### src/rtl/joltage.sv
// Streaming battery-bank evaluator: per captured line, finds the largest 2-digit and
// 12-digit in-order subsequences and accumulates both into running sums.
module joltage #(
    parameter int LENGTH = 100
) (
    input  logic        clk,
    input  logic        rst,
    input  logic        start,
    input  logic        data_valid,
    input  logic [3:0]  line [0:LENGTH-1],
    output logic [15:0] joltage1_out,
    output logic [63:0] joltage2_out,
    output logic        done
);

    localparam int IW = $clog2(LENGTH + 1);
    localparam int K1 = 2;
    localparam int K2 = 12;

    typedef enum logic [1:0] {IDLE, SCAN, ACC, DONE} state_t;

    state_t        state;
    logic [3:0]    digits [0:LENGTH-1];
    logic [IW-1:0] idx;

    logic [3:0]    sel1 [0:K1-1];
    logic [1:0]    cnt1;
    logic [3:0]    sel2 [0:K2-1];
    logic [3:0]    cnt2;

    logic [3:0]    sel1_nxt [0:K1-1];
    logic [1:0]    cnt1_nxt;
    logic [3:0]    sel2_nxt [0:K2-1];
    logic [3:0]    cnt2_nxt;
    logic [15:0]   part1;
    logic [39:0]   part2;

    // Digits are shifted toward index 0, so the digit under scan is always digits[0].
    // NOTE: every variable gets a default at the top of always_comb so no path can infer a latch.
    always_comb begin
        int rem;
        int p1;
        int p2;
        int j1;
        int j2;

        sel1_nxt = sel1;
        cnt1_nxt = cnt1;
        sel2_nxt = sel2;
        cnt2_nxt = cnt2;
        rem      = LENGTH - int'(idx);

        // Pop every kept digit smaller than d, but never below the slot that
        // still leaves room for the digits remaining in the line.
        p1 = 0;
        for (int i = 0; i < K1; i++)
            if (i < int'(cnt1) && sel1[i] >= digits[0]) p1 = i + 1;
        j1 = (K1 - rem > p1) ? K1 - rem : p1;
        if (j1 < K1) begin
            for (int k = 0; k < K1; k++)
                if (k == j1) sel1_nxt[k] = digits[0];
            cnt1_nxt = 2'(j1 + 1);
        end

        p2 = 0;
        for (int i = 0; i < K2; i++)
            if (i < int'(cnt2) && sel2[i] >= digits[0]) p2 = i + 1;
        j2 = (K2 - rem > p2) ? K2 - rem : p2;
        if (j2 < K2) begin
            for (int k = 0; k < K2; k++)
                if (k == j2) sel2_nxt[k] = digits[0];
            cnt2_nxt = 4'(j2 + 1);
        end
    end

    always_comb begin
        part1 = 16'(sel1[0]) * 16'd10 + 16'(sel1[1]);
        part2 = '0;
        for (int k = 0; k < K2; k++)
            part2 = part2 * 40'd10 + 40'(sel2[k]);
    end

    // NOTE: sequential state uses non-blocking assignments so every register samples pre-edge values.
    always_ff @(posedge clk) begin
        if (rst) begin
            state        <= IDLE;
            joltage1_out <= '0;
            joltage2_out <= '0;
            done         <= 1'b0;
            idx          <= '0;
            cnt1         <= '0;
            cnt2         <= '0;
            // NOTE: the digit and selection arrays are cleared here, so reset costs a clear path per entry.
            sel1         <= '{default: '0};
            sel2         <= '{default: '0};
            digits       <= '{default: '0};
        end else begin
            case (state)
                IDLE: begin
                    done <= 1'b0;
                    if (start && data_valid) begin
                        digits <= line;
                        sel1   <= '{default: '0};
                        sel2   <= '{default: '0};
                        cnt1   <= '0;
                        cnt2   <= '0;
                        idx    <= '0;
                        state  <= SCAN;
                    end
                end
                SCAN: begin
                    sel1 <= sel1_nxt;
                    cnt1 <= cnt1_nxt;
                    sel2 <= sel2_nxt;
                    cnt2 <= cnt2_nxt;
                    for (int i = 0; i < LENGTH - 1; i++)
                        digits[i] <= digits[i+1];
                    digits[LENGTH-1] <= '0;
                    if (idx == IW'(LENGTH - 1)) begin
                        state <= ACC;
                    end else begin
                        idx <= idx + IW'(1);
                    end
                end
                ACC: begin
                    joltage1_out <= joltage1_out + part1;
                    joltage2_out <= joltage2_out + 64'(part2);
                    done         <= 1'b1;
                    state        <= DONE;
                end
                DONE: begin
                    done  <= 1'b0;
                    state <= IDLE;
                end
                default: state <= IDLE;
            endcase
        end
    end

endmodule

### config.mk
export PLATFORM = sky130hd
export DESIGN_NAME = joltage
export DESIGN_NICKNAME = d
export VERILOG_FILES = /design/src/rtl/joltage.sv
export SDC_FILE = /design/constraint.sdc
export NUM_CORES = 2
export LEC_CHECK = 0
export CORE_MARGIN = 2
export CORE_UTILIZATION = 30
export DETAILED_ROUTE_END_ITERATION = 10
export PLACE_DENSITY = 0.5
export SYNTH_ARGS = -nofsm -noshare
export SYNTH_HDL_FRONTEND = slang
export SYNTH_SLANG_ARGS = --single-unit
### constraint.sdc
create_clock -name clk -period 28.6 [get_ports clk]
set_input_delay 7.15 -clock clk [delete_from_list [all_inputs] [get_ports clk]]
set_output_delay 7.15 -clock clk [all_outputs]
set_load 0.03 [all_outputs]
==> out/metrics.csv <==
metric,value,unit
"area leader, netlist",dfxtp_1,
CP endpoint,joltage2_out[55],
synthesized area,49110,sq um
reg2reg end,joltage2_out[55],
area delta synth->final,18.58,%
Slew @ Worst Pin,1137,ps
clock-pin slew on the worst setup and hold paths,60,ps
Residual DRC,0,
Worst setup SP type,flip-flop,
"Seq/Total Area, Yosys",22.50,%
"Max FO, Critical Path",8,
Routed Antenna Nets,0,
CTS Root Cell,clkbuf_16,
ys async rst share,0,%
Worst Setup SP,sel2[47],
Reg-to-Reg Start,sel2[47],
WS Path Type,reg -> reg,
"top cells by area, synth","dfxtp_1 23%, ha_1 17%, mux2i_1 9.6%",
Yosys cell types,102,
average instance area after synthesis,8.368,sq um
final setup fails,0,
core area,162600,sq um
H-tree depth,3,
initial core utilization,30.21,%
vias in the first global route,40390,
Sink Count,552,
CTS buffer count,68,
drt pass-1 iters,6,
post_cts resized,0,
Critical Path Sink Type,flip-flop,
cells after synthesis,5869,
WP data arrival,25420,ps
postcts setup bufs,0,
Final Util,35.82,%
clock buffer depth,3,
Hold Crit Class,reg -> reg,
gpl congestion,0.8200,
final WL,132.0,mm
filler instances,17010,
Max-Slew Margin vs Limit,24.22,%
DR vias/cell,4.991,
R2R depth,98,
share of cells above drive strength 1,2.966,%
Die Width,408.6,um
final clock skew,22.03,ps
"most used cell, CP",ha_1,
Worst path slowest cell,nor4b_1,
DPL Wire Length,103.1,mm
most frequent cell after synthesis,nor2_1,
multi-input logic area,36370,sq um
list of most frequent post-synthesis cells,"781 x nor2_1, 677 x ha_1, 552 x dfxtp_1, 472 x mux2i_1, 431 x a211oi_1",
Fin. Hold Viols,0,
CTS tree,built,
Die Y,408.6,um
Layout Nets,7302,
Tot GR Track Use,15.22,%
status,completed,
Post-CTS Hold Buffers,0,
DR WL/cell,15.67,um
grt ovf,0,
Setup TNS Final,0,ps
clk_lat worst skew,660,ps
first-pass GRT wire length,212.9,mm
r2r setup slk,3750,ps
"slowest stage delay, CP",670,ps
vias post-DR,42050,
max frequency,40.25,MHz
Yosys warning count,0,
Synth top area share,22.50,%
final worst-path cycle share,86.88,%
Max Slew Vio Count,0,
I/O pins,485,
std cell rows,148,
Post-synth top flop,dfxtp_1,
min cycle time layout,24850,ps
Max Cap Viol,0,
register area,11050,sq um
initial antenna violation count,53,
number of port buffers,484,
synthesized flop and latch total,552,
RSZ-0062 raised after global routing,false,
Die ar.,167000,sq um
Post-synth EDFFs,0,
Worst EP required,29170,ps
1st-iter DRT viols,1889,
pin count of the biggest net entering global routing,243,
==> sequential cells by signal (all words and copies together) (netlist names) <==
name	cells
digits	400
joltage2_out	64
sel2	48
joltage1_out	16
sel1	8
idx	7
cnt2	4
cnt1	2
state	2
done	1
==> placed cells by master (no fill, tap or decap), types with 35 or more instances in the layout <==
cell type,count
nor2_1,781
clkdlybuf4s50_1,483
dfxtp_1,552
or3_1,35
a21oi_1,279
nor3_1,103
a31oi_1,54
inv_1,208
xnor2_1,332
nand3_1,129
nand2b_1,58
o21a_1,44
a21o_1,153
a211oi_1,431
nand2_1,282
o21ai_0,165
mux2i_1,472
nor2b_1,72
nand4_1,43
ha_1,675
clkbuf_16,68
xor2_1,221
and3_1,63
and2_1,38
==> logic make-up after synthesis <==
kind of cell / Yosys count / synth area share [%]
adder cells (fa/ha/maj): 705 / 18.39
flip-flops: 552 / 22.50
other: 1 / 0.007636
AND/OR/NAND/NOR: 1733 / 16.57
XOR/XNOR: 557 / 10.03
multiplexers: 478 / 9.757
buffers and inverters: 463 / 3.549
AO/OA/AOI/OAI: 1380 / 19.19
==> per-layer routing <==
metal | global-route usage [%] | vias to the layer above | wire length (um) | share of wire [%]
li1 | - | 22030 | - | -
met1 | 19.52 | 19240 | 61250 | 46
met2 | 25.26 | 529 | 60610 | 46
met3 | 4.153 | 187 | 7484 | 5.7
met4 | 3.429 | 74 | 2222 | 1.7
met5 | 0 | - | 460 | 0.35
==> stage by stage <==
stage	setup WS (ps)	area, sq um	hold WS, ps	cells
finish	3752	58240	451.2	8426
global route	1516	58230	470.6	8423
CTS	3577	58200	451.4	8413
detailed placement	3679	55960	443.2	8298
global placement	4095	55960	440.3	8298
floorplan	6256	49130	431.6	5873
==> layout make-up <==
class	instances	area share, %
multi-input cells	4858	62.45
clock inverters	23	0.5650
inverters	209	1.347
diodes	13	0.05586
well taps	2175	4.673
repair buffers	504	8.650
clock buffers	92	3.283
flip-flops and latches	552	18.98
==> worst min-delay path by stage <==
stage          cells past startpoint        end      start  slack (ps)
2_1_floorplan                      2  digits[0]  digits[0]         430
3_3_place_gp                       2  digits[3]  digits[3]         440
3_5_place_dp                       2  digits[1]  digits[1]         440
4_1_cts                            2  digits[1]  digits[1]         450
5_1_grt                            2  digits[2]  digits[2]         470
6_report                           2  digits[1]  digits[1]         450
==> critical path: cells and delay by family (launching register included) <==
kind                     cells  cell delay, ps
AO/OA/AOI/OAI               23            5100
XOR/XNOR                    19            4210
adder cells (fa/ha/maj)     24            7770
buffers and inverters        4             400
flip-flops                   1             420
AND/OR/NAND/NOR             28            6800
Power is left out: the tool's default activity adds up to more than one toggle a clock period on the data nets, which glitch-free logic cannot reach.
